==> src/rtl/sdes_pkg.sv <==
// Shared S-DES definitions: FSM/mode enums, permutation index tables,
// S-boxes and the combinational primitives (permutations, fK, SW).
// Index tables use the classic 1-based numbering where position 1 is the MSB.
package sdes_pkg;

  typedef enum logic [2:0] {
    S_IDLE = 3'd0,
    S_KEY  = 3'd1,
    S_RND1 = 3'd2,
    S_RND2 = 3'd3,
    S_OUT  = 3'd4
  } state_t;

  typedef enum logic {
    MODE_ENC = 1'b0,
    MODE_DEC = 1'b1
  } mode_t;

  localparam int P10_IDX    [10] = '{3, 5, 2, 7, 4, 10, 1, 9, 8, 6};
  localparam int P8_IDX     [8]  = '{6, 3, 7, 4, 8, 5, 10, 9};
  localparam int IP_IDX     [8]  = '{2, 6, 3, 1, 4, 8, 5, 7};
  localparam int IP_INV_IDX [8]  = '{4, 1, 3, 5, 7, 2, 8, 6};
  localparam int EP_IDX     [8]  = '{4, 1, 2, 3, 2, 3, 4, 1};
  localparam int P4_IDX     [4]  = '{2, 4, 3, 1};

  // S-boxes, row-major: index = {row, col}
  localparam logic [1:0] S0_TAB [16] = '{
    2'd1, 2'd0, 2'd3, 2'd2,
    2'd3, 2'd2, 2'd1, 2'd0,
    2'd0, 2'd2, 2'd1, 2'd3,
    2'd3, 2'd1, 2'd3, 2'd2
  };
  localparam logic [1:0] S1_TAB [16] = '{
    2'd0, 2'd1, 2'd2, 2'd3,
    2'd2, 2'd0, 2'd1, 2'd3,
    2'd3, 2'd0, 2'd1, 2'd0,
    2'd2, 2'd1, 2'd0, 2'd3
  };

  function automatic logic [9:0] p10(input logic [9:0] k);
    logic [9:0] r;
    for (int i = 0; i < 10; i++) r[9-i] = k[10-P10_IDX[i]];
    return r;
  endfunction

  function automatic logic [7:0] p8(input logic [9:0] k);
    logic [7:0] r;
    for (int i = 0; i < 8; i++) r[7-i] = k[10-P8_IDX[i]];
    return r;
  endfunction

  function automatic logic [7:0] ip(input logic [7:0] x);
    logic [7:0] r;
    for (int i = 0; i < 8; i++) r[7-i] = x[8-IP_IDX[i]];
    return r;
  endfunction

  function automatic logic [7:0] ip_inv(input logic [7:0] x);
    logic [7:0] r;
    for (int i = 0; i < 8; i++) r[7-i] = x[8-IP_INV_IDX[i]];
    return r;
  endfunction

  function automatic logic [7:0] ep(input logic [3:0] x);
    logic [7:0] r;
    for (int i = 0; i < 8; i++) r[7-i] = x[4-EP_IDX[i]];
    return r;
  endfunction

  function automatic logic [3:0] p4(input logic [3:0] x);
    logic [3:0] r;
    for (int i = 0; i < 4; i++) r[3-i] = x[4-P4_IDX[i]];
    return r;
  endfunction

  // fK: left nibble ^= F(right, subkey); right nibble passes through.
  // S-box row = outer bits (1,4), column = inner bits (2,3).
  function automatic logic [7:0] fk(input logic [7:0] x, input logic [7:0] sk);
    logic [7:0] t;
    logic [3:0] f;
    t = ep(x[3:0]) ^ sk;
    f = p4({S0_TAB[{t[7], t[4], t[6], t[5]}], S1_TAB[{t[3], t[0], t[2], t[1]}]});
    return {x[7:4] ^ f, x[3:0]};
  endfunction

  function automatic logic [7:0] sw(input logic [7:0] x);
    return {x[3:0], x[7:4]};
  endfunction

endpackage

==> src/rtl/sdes_key_sched.sv <==
// Combinational S-DES key schedule: 10-bit key -> subkeys K1, K2.
// The parent registers the outputs, so no state lives here.
module sdes_key_sched
  import sdes_pkg::*;
(
  input  logic [9:0] key,
  output logic [7:0] k1,
  output logic [7:0] k2
);

  logic [9:0] p;
  logic [9:0] ls1;
  logic [9:0] ls3;

  // P10, then rotate each 5-bit half left by 1 (K1) and by a further 2 (K2)
  always_comb begin
    p   = p10(key);
    ls1 = {p[8:5], p[9], p[3:0], p[4]};
    ls3 = {ls1[7:5], ls1[9:8], ls1[2:0], ls1[4:3]};
    k1  = p8(ls1);
    k2  = p8(ls3);
  end

endmodule

==> src/rtl/sdes_stream_engine.sv <==
// Handshaked multi-byte S-DES engine, one byte-round per clock through a
// single shared datapath. Encrypt/decrypt chosen per word at accept.
// Optional CBC chaining across lanes and words when SDES_CBC_EN is defined.
//
// Handshake: a word is taken on any rising edge where i_valid & o_ready_in;
// a result is delivered on any rising edge where o_valid & i_ready_out.
// o_ready_in is high only in IDLE; o_valid holds with o_data stable until
// its handshake, and the next word can be taken one cycle later.
module sdes_stream_engine
  import sdes_pkg::*;
#(
  parameter int LANES = 2
) (
  input  logic               clk,
  input  logic               rst,
  input  logic [9:0]         i_key,
  input  logic               i_mode,
  input  logic               i_valid,
  output logic               o_ready_in,
  input  logic [8*LANES-1:0] i_data,
  output logic               o_valid,
  input  logic               i_ready_out,
  output logic [8*LANES-1:0] o_data,
  output logic               o_busy,
`ifdef SDES_CBC_EN
  input  logic [7:0]         i_iv,
  input  logic               i_iv_load,
`endif
  output state_t             o_dbg_state
);

  localparam int LW = (LANES > 1) ? $clog2(LANES) : 1;
  localparam logic [LW-1:0] LAST_LANE = LW'(LANES - 1);

  state_t             state;
  logic [LW-1:0]      lane;
  logic [8*LANES-1:0] data_q;
  logic [8*LANES-1:0] out_q;
  logic [9:0]         key_q;
  mode_t              mode_q;
  logic [7:0]         k_first_q;
  logic [7:0]         k_second_q;
  logic [7:0]         half_q;
  logic               valid_q;

  logic [7:0]         k1;
  logic [7:0]         k2;
  logic [LW+2:0]      lane_base;
  logic [7:0]         lane_in;
  logic [7:0]         rnd1_in;
  logic [7:0]         rnd2_res;
  logic [7:0]         lane_out;
`ifdef SDES_CBC_EN
  logic [7:0]         chain_q;
  logic [7:0]         chain_next;
`endif

  sdes_key_sched u_key_sched (
    .key (key_q),
    .k1  (k1),
    .k2  (k2)
  );

  // Lane datapath: chaining pre-/post-whitening around the shared rounds
  always_comb begin
    lane_base = {lane, 3'b000};
    lane_in   = data_q[lane_base +: 8];
    rnd2_res  = ip_inv(fk(half_q, k_second_q));
`ifdef SDES_CBC_EN
    if (mode_q == MODE_ENC) begin
      rnd1_in    = lane_in ^ chain_q;
      lane_out   = rnd2_res;
      chain_next = rnd2_res;
    end else begin
      rnd1_in    = lane_in;
      lane_out   = rnd2_res ^ chain_q;
      chain_next = lane_in;
    end
`else
    rnd1_in  = lane_in;
    lane_out = rnd2_res;
`endif
  end

  // Control FSM with all datapath registers
  always_ff @(posedge clk or posedge rst) begin
    if (rst) begin
      state      <= S_IDLE;
      lane       <= '0;
      data_q     <= '0;
      out_q      <= '0;
      key_q      <= '0;
      mode_q     <= MODE_ENC;
      k_first_q  <= '0;
      k_second_q <= '0;
      half_q     <= '0;
      valid_q    <= 1'b0;
`ifdef SDES_CBC_EN
      chain_q    <= '0;
`endif
    end else begin
      case (state)
        S_IDLE: begin
`ifdef SDES_CBC_EN
          if (i_iv_load) chain_q <= i_iv;
`endif
          if (i_valid) begin
            data_q <= i_data;
            key_q  <= i_key;
            mode_q <= mode_t'(i_mode);
            lane   <= '0;
            state  <= S_KEY;
          end
        end
        S_KEY: begin
          // Decrypt applies the subkeys in reverse order
          k_first_q  <= (mode_q == MODE_DEC) ? k2 : k1;
          k_second_q <= (mode_q == MODE_DEC) ? k1 : k2;
          state      <= S_RND1;
        end
        S_RND1: begin
          half_q <= sw(fk(ip(rnd1_in), k_first_q));
          state  <= S_RND2;
        end
        S_RND2: begin
          out_q[lane_base +: 8] <= lane_out;
`ifdef SDES_CBC_EN
          chain_q <= chain_next;
`endif
          if (lane == LAST_LANE) begin
            valid_q <= 1'b1;
            state   <= S_OUT;
          end else begin
            lane  <= lane + LW'(1);
            state <= S_RND1;
          end
        end
        S_OUT: begin
          if (i_ready_out) begin
            valid_q <= 1'b0;
            state   <= S_IDLE;
          end
        end
        default: state <= S_IDLE;
      endcase
    end
  end

  assign o_ready_in  = (state == S_IDLE);
  assign o_busy      = (state != S_IDLE);
  assign o_valid     = valid_q;
  assign o_data      = out_q;
  assign o_dbg_state = state;

endmodule

==> config.mk <==
export PLATFORM = sky130hd
export DESIGN_NAME = sdes_stream_engine
export DESIGN_NICKNAME = d
export VERILOG_FILES = /design/src/rtl/sdes_pkg.sv /design/src/rtl/sdes_key_sched.sv /design/src/rtl/sdes_stream_engine.sv
export SDC_FILE = /design/constraint.sdc
export NUM_CORES = 1
export LEC_CHECK = 0
export CAP_MARGIN = 30
export CORE_UTILIZATION = 45
export CTS_BUF_LIST = sky130_fd_sc_hd__clkbuf_2 sky130_fd_sc_hd__clkbuf_4 sky130_fd_sc_hd__clkbuf_8
export DETAILED_ROUTE_END_ITERATION = 8
export PLACE_DENSITY = 0.74
export REMOVE_ABC_BUFFERS = 1
export SLEW_MARGIN = 5
export SYNTH_ARGS = -nofsm -noshare
export SYNTH_HDL_FRONTEND = slang
export SYNTH_SLANG_ARGS = --single-unit
==> constraint.sdc <==
create_clock -name clk -period 3 [get_ports clk]
set_input_delay 0.75 -clock clk [delete_from_list [all_inputs] [get_ports clk]]
set_output_delay 0.75 -clock clk [all_outputs]
set_load 0.01 [all_outputs]
## Word level (Yosys, flattened, before mapping)

Memory sizes are Yosys's and may differ from the RTL's.
Index checks and enable logic that the tools add are counted.

- Flip-flop bits (word level): 72
- Memory bits (read-only): 128
- Input bits: 31
- Output and inout port bits: 22
- Word-level logic and storage cells: 67
- Memories: 4

- Add/subtract/negate cells: 2
- Magnitude comparators: 4
- Equality and inequality tests: 7
- Shifts and indexed selects: 3
- Multiplexer cells: 21
- Bitwise logic cells: 8
- Reductions and logical operators: 8

Memories:

| name | words | bits a word | read ports | clocked after Yosys merged registers in | write ports | line | source |
|---|---|---|---|---|---|---|---|
| (name not given) | 16 | 2 | 1 | 0 | 0 | sdes_pkg.sv:82 | `f = p4({S0_TAB[{t[7], t[4], t[6], t[5]}], S1_TAB[{t[3], t[0], t[2], t[1]}]});` |
| (name not given) | 16 | 2 | 1 | 0 | 0 | sdes_pkg.sv:82 |  |
| (name not given) | 16 | 2 | 1 | 0 | 0 | sdes_pkg.sv:82 |  |
| (name not given) | 16 | 2 | 1 | 0 | 0 | sdes_pkg.sv:82 |  |

Operator list:

| cell | number |
|---|---|
| $ge A5 B5 Y1 const B | 4 |
| $not A4 Y5 | 4 |
| $bwmux W16 | 1 |
| $mux W2 | 8 |
| $mux W8 | 2 |
| $shift A8 B6 Y16 const A | 1 |
| $shiftx A16 B5 Y8 | 1 |
| $shiftx A8 B6 Y16 | 1 |
| $xor A8 B8 Y8 | 2 |
| $pmux W3 S5 | 1 |
| $mux W3 | 3 |
| $xor A4 B4 Y4 | 2 |
| $eq A3 B2 Y1 const B | 2 |
| $ne A2 B2 Y1 const B | 3 |
| $neg A4 Y6 | 1 |
| $reduce_and A2 Y1 | 3 |
| $mux W1 | 4 |
| $pmux W1 S2 | 2 |
| $reduce_bool A2 Y1 | 2 |
| $eq A3 B1 Y1 const B | 1 |
| $eq A3 B3 Y1 const B | 1 |
| $logic_not A3 Y1 | 1 |
| $reduce_and A3 Y1 | 1 |
| $reduce_bool A3 Y1 | 1 |
| $add A1 B1 Y1 const B | 1 |

## Depth between registers and ports, before layout

- Depth after elaboration: 8
- Mapped depth: 9
- Gate-level depth less buffers: 7

## Modules after synthesis

From an unflattened synthesis, not the netlist that was laid out.

- Cell total of the unflattened synthesis: 331
- Area, all modules: 3648.5 µm²

By module, submodules not included:

| module | instances | cells an instance | area an instance (µm²) | seq. area each (µm²) |
|---|---|---|---|---|
| sdes_stream_engine | 1 | 315 | 3528.4 | 1801.7 |
| sdes_key_sched | 1 | 16 | 120.1 | 0.0 |

## Worst setup path after synthesis

No wires, ideal clock.

- Kind: register to register
- Start point: register state[0] (netlist: o_dbg_state[0])
- End point: register data_q[0]
- Setup time: 0.125 ns
- Data arrival time: 1.951 ns
- Required time: 2.875 ns
- Setup slack: 0.924 ns
- Cell stages (with the launch flop): 8
- Path buffers: 3
- Period minus slack after synthesis: 2.076 ns
- Path through: dfrtp_1 -> clkbuf_1 -> or3_1 -> inv_1 -> and2_1 -> buf_2 -> buf_4 -> mux2_2

- Longest elaborated chain between the ends: 2

RTL lines:

| item | line | source |
|---|---|---|
| start: declaration | sdes_stream_engine.sv:35 | `state_t state;` |
| start signal: assignment | sdes_stream_engine.sv:88 | `state <= S_IDLE;` |
| start signal: assignment | sdes_stream_engine.sv:112 | `state <= S_KEY;` |
| start signal: assignment | sdes_stream_engine.sv:119 | `state <= S_RND1;` |
| $logic_not A3 Y1 | n/a |  |
| net o_ready_in | sdes_stream_engine.sv:19 | `output logic o_ready_in,` |
| $reduce_and A2 Y1 (no line) | n/a |  |
| end signal: assignment | sdes_stream_engine.sv:108 | `data_q <= i_data;` |
| end: declaration | sdes_stream_engine.sv:37 | `logic [8*LANES-1:0] data_q;` |

The timed path passes the listed nets, and every way through them passes these cells.
A chain may end at the register's enable or synchronous reset.

## Final worst setup path

- Start point: register state[0] (netlist: o_dbg_state[0])
- End point: output port o_ready_in

- Longest elaborated chain between the ends: 1

RTL lines:

| item | line | source |
|---|---|---|
| $logic_not A3 Y1 | sdes_stream_engine.sv:149 | `assign o_ready_in = (state == S_IDLE);` |
| end: declaration | sdes_stream_engine.sv:19 |  |

No other way between the ends.

==> qor.yml <==
outcome:
  status: "complete, no violations"
worst_setup_path:
  arrival_ns: 1.86
  crit_path_cell_trace: "or3_1 -> inv_1 -> clkdlybuf4s50_1"
  cpLargestDelayFamily: "buffers and inverters"
  cp_num_buf_inv: 2
  critPathRequiredTime_ns: 2.25
  cp-start-kind: "flop"
  crit_slowest_cell: "clkdlybuf4s50_1"
  critPathCaptureType: "primary output"
  r2r-start: "lane"
  criticalPathCategory: "flop to primary output"
  slowest_delay_ns: 0.53
  critPathMaxFanout: 11
  setup.worst_path.start: "o_dbg_state[0]"
floorplanning:
  die_x_um: 90.57
  rows: 31
  die_h_um: 90.57
  die_area_sq_um: 8202
  initial_core_util_pct: 47.64
  core_sq_um: 7408
  num_io_pins: 53
drt:
  first_iter_violations: 91
  antenna_left: 0
  vias: 2434
  drcViolationCount: 0
  wl_um: 6533
  avgRoutedWirePerCell_um: 13.87
  first_pass_iters: 4
  vias_per_cell: 5.168
cells_and_area:
  final_common_cell: "dfrtp_1"
  final_layout_size_suffix_gt1_share_pct: 18.28
  area_growth_pct: 22.86
  n_antenna_cell: 0
  fin_nets: 400
  mostFrequentLayoutCells: "dfrtp_1 (72), clkdlybuf4s50_1 (52), a21oi_1 (38), mux2_2 (36), nor2_1 (31)"
pwr:
  sw_frac_of_total_pct: 40.01
  p_per_area_nw_per_um2: 1298
  pwr-share-seq_pct: 35.1
  peakVddDrop_v: 0.0003756
  clock_power_share_pct: 12.8
  p_leak_nw: 1.822
  p_int_w: 0.003376
  comb_power_share_pct: 52.1
  net-switching-power_w: 0.002252
job:
  maxCapViolations: 0
clocking:
  clk_path_buf_depth: 2
  postCtsSetupBuffers: 0
  numCtsBuffers: 9
  clockRootBuffer: "clkbuf_8"
  cts_sinks: 72
  cts_resized: 0
  clk_pin_slew_ns: 0.07
  holdBufCountCts: 0
  clk_latency_ns: 0.34
  h-tree-depth: 3
  cts_tree: "done"
timing:
  min_period_over_period_pct: 87.06
  holdWs_ns: 0.4802
  hold_viol_final: 0
  period_minus_slack_ns: 2.612
  rsz0062_at_grt: "false"
  finClkSkew_ns: 0.007238
  fmax_mhz: 382.9
  worstMarginPinSlew_ns: 0.7316
  relSlewSlack_pct: 51.23
  fin_setup_tns_ns: 0
  setup_ws_ns: 0.3883
  drv_slew: 0
  setup_viol: 0
min_path:
  holdCritStartpoint: "o_data[14]"
  hp-class: "flop to flop"
synth:
  async_reset_ff_share_pct: 100.0
  synth_cells: 313
  yosys_warnings: 0
  synth_area_sq_um: 3530
  ys_types: 43
  ys_ff_latch: 72
  synth-seq-area-share_pct: 51.05
  avgSynthCellArea_sq_um: 11.28
  synthFlopType: "dfrtp_1"
  synth_edf_count: 0
global_routing:
  first_global_vias: 2349
  grt-ovfl-total: 0
  grt_pass1_wl_um: 11320
  grt_max_degree: 34
  grt_antenna_before_repair: 0
  track_usage_pct: 17.53
placement:
  hpwl_um: 4821
  portBuffers: 52
  post-place-ws_ns: 0.7448
  gp_congestion: 0.7563
-- cell families (layout without fill, tap and decap cells) --
| group | Yosys count | after routing | synth area share, % |
|---|---|---|---|
| XOR/XNOR | 28 | 28 | 7.586 |
| AO/OA/AOI/OAI | 60 | 60 | 9.749 |
| adder cells (fa/ha/maj) | 2 | 2 | 0.7089 |
| AND/OR/NAND/NOR | 72 | 72 | 9.288 |
| multiplexers | 54 | 54 | 18.01 |
| buffers and inverters | 25 | 84 | 3.616 |
| flip-flops | 72 | 72 | 51.05 |
-- cells in the mapped netlist (all sizes together) (2+ instances only) --
library cell,n,share of area [%]
and2,3,0.53
clkbuf,10,1.1
nor3,4,0.57
dfrtp,72,51
nand4,2,0.35
buf,7,1.7
nand2,17,1.8
nor2,31,3.3
a21oi,38,5.4
xnor2,17,4.6
ha,2,0.71
o22ai,2,0.35
o21ai,8,1.1
mux2,36,11
or3,5,0.89
mux2i,18,6.5
xor2,11,2.9
nor2b,6,1.1
inv,8,0.85
-- worst paths after layout --
path,end,slack [ns],cells after the start
setup reg to reg,half_q[2],0.76,5
setup / recovery,o_ready_in,0.39,3
hold / removal,o_data[14],0.48,2
min in group asynchronous,o_data[11],0.70,2
max in group asynchronous,half_q[1],1.64,3
hold reg to reg,o_data[14],0.48,2
-- worst reg2reg max path: cells and delay by family, from the launching register on --
family        cells  cell delay, ns
flops             1            0.70
xor+xnor          1            0.27
mux               2            0.78
simple gates      2            0.43
-- per-stage QoR --
stage	area, sq um	power [W]	util, %	cells
finish	4337	0.005627	58.54	471
floorplan	3432	0.004068	-	296
CTS	4337	0.005674	58.54	471
global route	4337	0.006110	58.54	471
global placement	4149	0.004805	56.00	455
detailed placement	4149	0.004937	56.00	455
-- cell type report --
class | count | area (sq um)
fill | 633 | 3072
sequential | 72 | 1802
multi-input combinational | 216 | 1600
timing repair buffer | 60 | 593.1
clock buffer | 14 | 173.9
tap | 99 | 123.9
inverter | 8 | 30.03
clock inverter | 2 | 13.76
-- power by group through the flow --
stage | Clock (W) | Sequential [W] | Combinational, W
after floorplan | 0 | 0.00193 | 0.00213
after global placement | 0 | 0.00198 | 0.00283
after detailed placement | 0 | 0.00200 | 0.00293
after CTS | 0.000732 | 0.00198 | 0.00296
after global routing | 0.000784 | 0.00206 | 0.00326
final | 0.000722 | 0.00198 | 0.00293
-- metal layers --
| layer | vias to the layer above | GRT usage (%) | routed length, um |
|---|---|---|---|
| met2 | 58 | 28.22 | 3107 |
| li1 | 1206 | - | - |
| met5 | - | 0 | 0 |
| met3 | 11 | 3.114 | 254 |
| met1 | 1159 | 23.34 | 3051 |
| met4 | 0 | 7.258 | 119 |
-- registers in the layout (all words and copies together) (netlist names) --
register	flops
o_valid	1
mode_q	1
lane	1
k_first_q	8
k_second_q	8
data_q	16
o_data	16
half_q	8
key_q	10
o_dbg_state	3
Note: power is estimated with default switching activity, not from simulation.
==> variant 1, RTL diff (config.mk and constraints unchanged) <==
`LANES`: 2 -> 1.
--- a/src/rtl/sdes_stream_engine.sv
+++ b/src/rtl/sdes_stream_engine.sv
@@ -11,3 +11,3 @@
 #(
-  parameter int LANES = 2
+  parameter int LANES = 1
 ) (
Interface: changed (resized i_data and o_data); port bits go from 53 to 37. The function was not compared with the original's and may differ.
==> variant 1 against the unedited design <==
- register-to-register slack improved by 430 ps
- cell area fell by 27%
- non-clock buffer count fell by 20
- sequential cell count fell by 17
- die area fell by 25%
- count of clock-buffer cells in the layout fell by 8
- maximum frequency rose by 3.0%
- utilization fell by 1.7 points
- wire length fell by 35%
- synthesized area fell by 25%
- power fell by 26%
- setup slack improved by 77 ps
- critical path type unchanged
==> variant 1: results (changes against the unedited design) <==
metric	value	unit	change
met1_length	2090	µm	-31%
gp_congestion	0.778		+2.9%
place.port_buffers	36		-31%
largest_reg_flops	10		
synth.top_cells.by_area	dfrtp_1 52%, xnor2_1 8.6%, mux2_2 6.4%, a21oi_1 6.1%, mux2_1 6.0%		
top_layer_used	met4		
insertion_delay	310	ps	-30 ps
worstHoldStart	o_data[6]		
syn_inst	234		-25%
finalSetupViolCount	0		unchanged
cts.reportedPaths.clkPinSlew	90	ps	+20 ps
cts_buffer_depth	2		unchanged
fin_nets	296		-26%
p_int	2540	µW	-25%
grt_pass1_vias	1671		-29%
dpl.hpwl	3240	µm	-33%
drt-total-wl	4260	µm	-35%
cts_buffers	5		-4
dpl_worst_slack	793	ps	+48.0 ps
cp_data_arrival_time	1780	ps	-80 ps
h-tree-depth	2		-1
synth_common_cells	55 x dfrtp_1, 32 x a21oi_1, 26 x xnor2_1		
coreArea	0.00557	mm²	-25%
drt_iter0_drc	60		-34%
grt_usage	16.2	%	-1.3 points
drive_above_1_share	11.8	%	-6.5 points
power_leakage	0.00133	µW	-27%
status	complete, no violations		
wl_met3	156	µm	-39%
async_flop_share	100	%	unchanged
startpoint	o_dbg_state[2]		
seq_area_frac_synth	52.1	%	+1.1 points
crit_path_max_fanout	7		-4
wl_met2	1970	µm	-37%
max-vdd-ir-drop	0.000563	V	+50%
worst_pin_slew	688	ps	-44.0 ps
synth.distinct_cells	25		-42%
grt_pass1_wl	7760	µm	-31%
viasPerCell	4.98		-3.6%
instances_no_fill	344		-27%
drtPass1Iterations	4		unchanged
-- variant 1: path summary, 6_finish.rpt --
path | to | slack, ps
max | o_ready_in | 470
min | o_data[6] | 480
max reg2reg | data_q[5] | 1190
min reg2reg | o_data[6] | 480
max in group asynchronous | key_q[1] | 1630
min in group asynchronous | o_data[2] | 760
-- variant 1: metrics by stage --
step	area, µm²	hold slack, ps	power, µW
finish	3170	480	4150
global route	3170	528	4540
CTS	3170	492	4210
detailed placement	3080	470	3800
global placement	3080	461	3730
floorplan	2600	480	3220
-- variant 1: cell type report --
cell class | count | area (µm²)
clock inverter | 2 | 12.5
sequential | 55 | 1380
clock buffer | 6 | 76.3
timing repair buffer | 40 | 390
multi-input combinational | 162 | 1200
tap | 72 | 90.1
fill | 507 | 2400
inverter | 7 | 26.3
-- variant 1: cell families after synthesis --
group                    count (synthesis)  synth area share (%)
flip-flops                              55                  52.1
AND/OR/NAND/NOR                         42                  7.53
AO/OA/AOI/OAI                           45                  9.19
adder cells (fa/ha/maj)                  2                 0.947
buffers and inverters                   17                  2.70
multiplexers                            41                  16.9
XOR/XNOR                                32                  10.6
-- variant 1: per-layer routing --
| metal | global-route usage (%) | up-vias |
|---|---|---|
| met5 | 0 | - |
| met3 | 4.30 | 6 |
| li1 | - | 869 |
| met4 | 4.81 | 0 |
| met1 | 21.6 | 811 |
| met2 | 25.7 | 27 |
-- variant 1: power groups by stage --
| stage | sequential [µW] | combinational, µW | clock [µW] |
|---|---|---|---|
| floorplan | 1460 | 1760 | 0 |
| global placement | 1520 | 2220 | 0 |
| detailed placement | 1530 | 2270 | 0 |
| CTS | 1520 | 2280 | 420 |
| global route | 1570 | 2520 | 448 |
| finish | 1510 | 2240 | 400 |
==> variant 2, RTL diff (same settings) <==
Without the edit above. Put one more register stage on the output `o_dbg_state`, without a reset. The value now appears one clock later. The other outputs are not delayed to match.
--- a/src/rtl/sdes_stream_engine.sv
+++ b/src/rtl/sdes_stream_engine.sv
@@ -152,3 +152,5 @@
   assign o_data      = out_q;
-  assign o_dbg_state = state;
+  always_ff @(posedge clk) begin
+    o_dbg_state <= state;
+  end
 
Check against the original RTL: not equivalent (a bounded check fails within 4 cycles, from zero or initial values and one cycle with rst high).
==> variant 2 against the unedited design <==
- the flow now finishes with violations (design-rule violations)
- synthesized area up 1.1%
- sequential cell count up 3
- power grew 1.5%
- utilization fell by 1.2 points
- first-iteration DRC count grew 43%
- cell count rose by 2.3%
- wire length fell by 3.4%
- global-route usage decreased by 0.16 points
- non-clock buffer count is 3 lower
- setup slack lost 25 ps
- clock power up 11%
- cell area rose by 1.6%
- sequential share of layout area up 0.73 points
- register-to-register slack gained 40 ps
- critical endpoint unchanged
- largest cell class unchanged
- highest routed layer unchanged
==> variant 2: results (changes against the unedited design) <==
metric	value	unit	change
status	complete, but fails checks		
violations	design-rule violations		
reg2reg_slack	800	ps	+40 ps
wl_met3	276	µm	+8.7%
skew	5.93	ps	-1.31 ps
dpl.cell_count	466		+2.4%
whs_endpoint	o_data[7]		
seq_area_frac_synth	52.2	%	+1.1 points
synthMuxAreaShare	16.3	%	-1.7 points
wl_met2	3050	µm	-2.0%
rr_worst_depth	5		unchanged
synth_fa_ha_area_share	0.701	%	-0.0080 points
synth.distinct_cells	42		-2.3%
cts_buffers	9		unchanged
grt_start_max_net_pins	73		+110%
drive_above_1_share	16.3	%	-2.0 points
fin_nets	408		+2.0%
synth.top_cells.by_area	dfrtp_1 50%, mux2_2 10%, a21oi_1 4.8%, mux2i_1 3.6%, nand2_1 3.3%		
vias	2454		+0.82%
dpl_worst_slack	738	ps	-7.09 ps
synth_compound_area_share	9.78	%	+0.031 points
synth_xor_area_share	7.50	%	-0.085 points
grt_usage	17.4	%	-0.16 points
cp_data_arrival_time	1890	ps	+30 ps
power_leakage	0.00187	µW	+2.4%
drc	1		+1
cts.reportedPaths.clkPinSlew	70	ps	about the same
grt_pass1_vias	2337		-0.51%
dpl.hpwl	4620	µm	-4.2%
met1_length	2900	µm	-4.9%
grt_util_met1	23.7	%	+0.33 points
cts_buffer_depth	2		unchanged
grt_pass1_wl	11200	µm	-1.1%
switching_share	39.5	%	-0.52 points
max-slew-margin-rel	51.8	%	+0.54 points
async_flop_share	96.0	%	-4.0 points
grt_use_met3	4.77	%	+1.7 points
gp_congestion	0.818		+8.1%
max-vdd-ir-drop	0.000749	V	+99%
viasPerCell	5.09		-1.5%
drt_iter0_drc	130		+43%
grt_use_met2	27.0	%	-1.3 points
wire_per_inst	13.1	µm	-5.6%
syn_inst	323		+3.2%
drtPass1Iterations	6		+2
## variant 2: worst max-delay path by stage
stage	start	endpoint	slack [ps]
2_1_floorplan	rst	data_q[0]	430
3_3_place_gp	state[1]	o_ready_in	780
3_5_place_dp	state[1]	o_ready_in	740
4_1_cts	state[1]	o_ready_in	350
5_1_grt	state[1]	o_ready_in	260
6_report	state[1]	o_ready_in	360
## variant 2: area by class of cell
class,count,area (µm²)
sequential,75,1860
tap,102,128
fill,685,3280
inverter,7,26.3
clock inverter,4,47.5
timing repair buffer,57,571
multi-input combinational,225,1610
clock buffer,12,165
## variant 2: cells by family (layout without fill, tap and decap cells)
family | Yosys count | after routing
multiplexers | 49 | 49
AO/OA/AOI/OAI | 61 | 61
AND/OR/NAND/NOR | 85 | 85
buffers and inverters | 23 | 80
XOR/XNOR | 28 | 28
adder cells (fa/ha/maj) | 2 | 2
flip-flops | 75 | 75
## variant 2: through the flow
| step | hold WS [ps] | total power [µW] | area [µm²] |
|---|---|---|---|
| 3_3_place_gp | 461 | 4800 | 4190 |
| 5_1_grt | 520 | 6190 | 4400 |
| 4_1_cts | 485 | 5770 | 4400 |
| 3_5_place_dp | 468 | 4940 | 4190 |
| 6_report | 479 | 5710 | 4400 |
| 2_1_floorplan | 468 | 4090 | 3490 |
## variant 2: worst max-delay path, stage by stage, from the launching register on
cell	delay, ps
dfrtp_1	500
or3_1	420
inv_1	80
clkdlybuf4s50_1	540
## variant 2: power by group through the flow
stage                     logic (µW)  clock network (µW)  registers, µW
after floorplan                 2110                   0           1980
after global placement          2770                   0           2030
after detailed placement        2890                   0           2050
after CTS                       2910                 827           2030
after global routing            3220                 866           2110
final                           2890                 802           2020
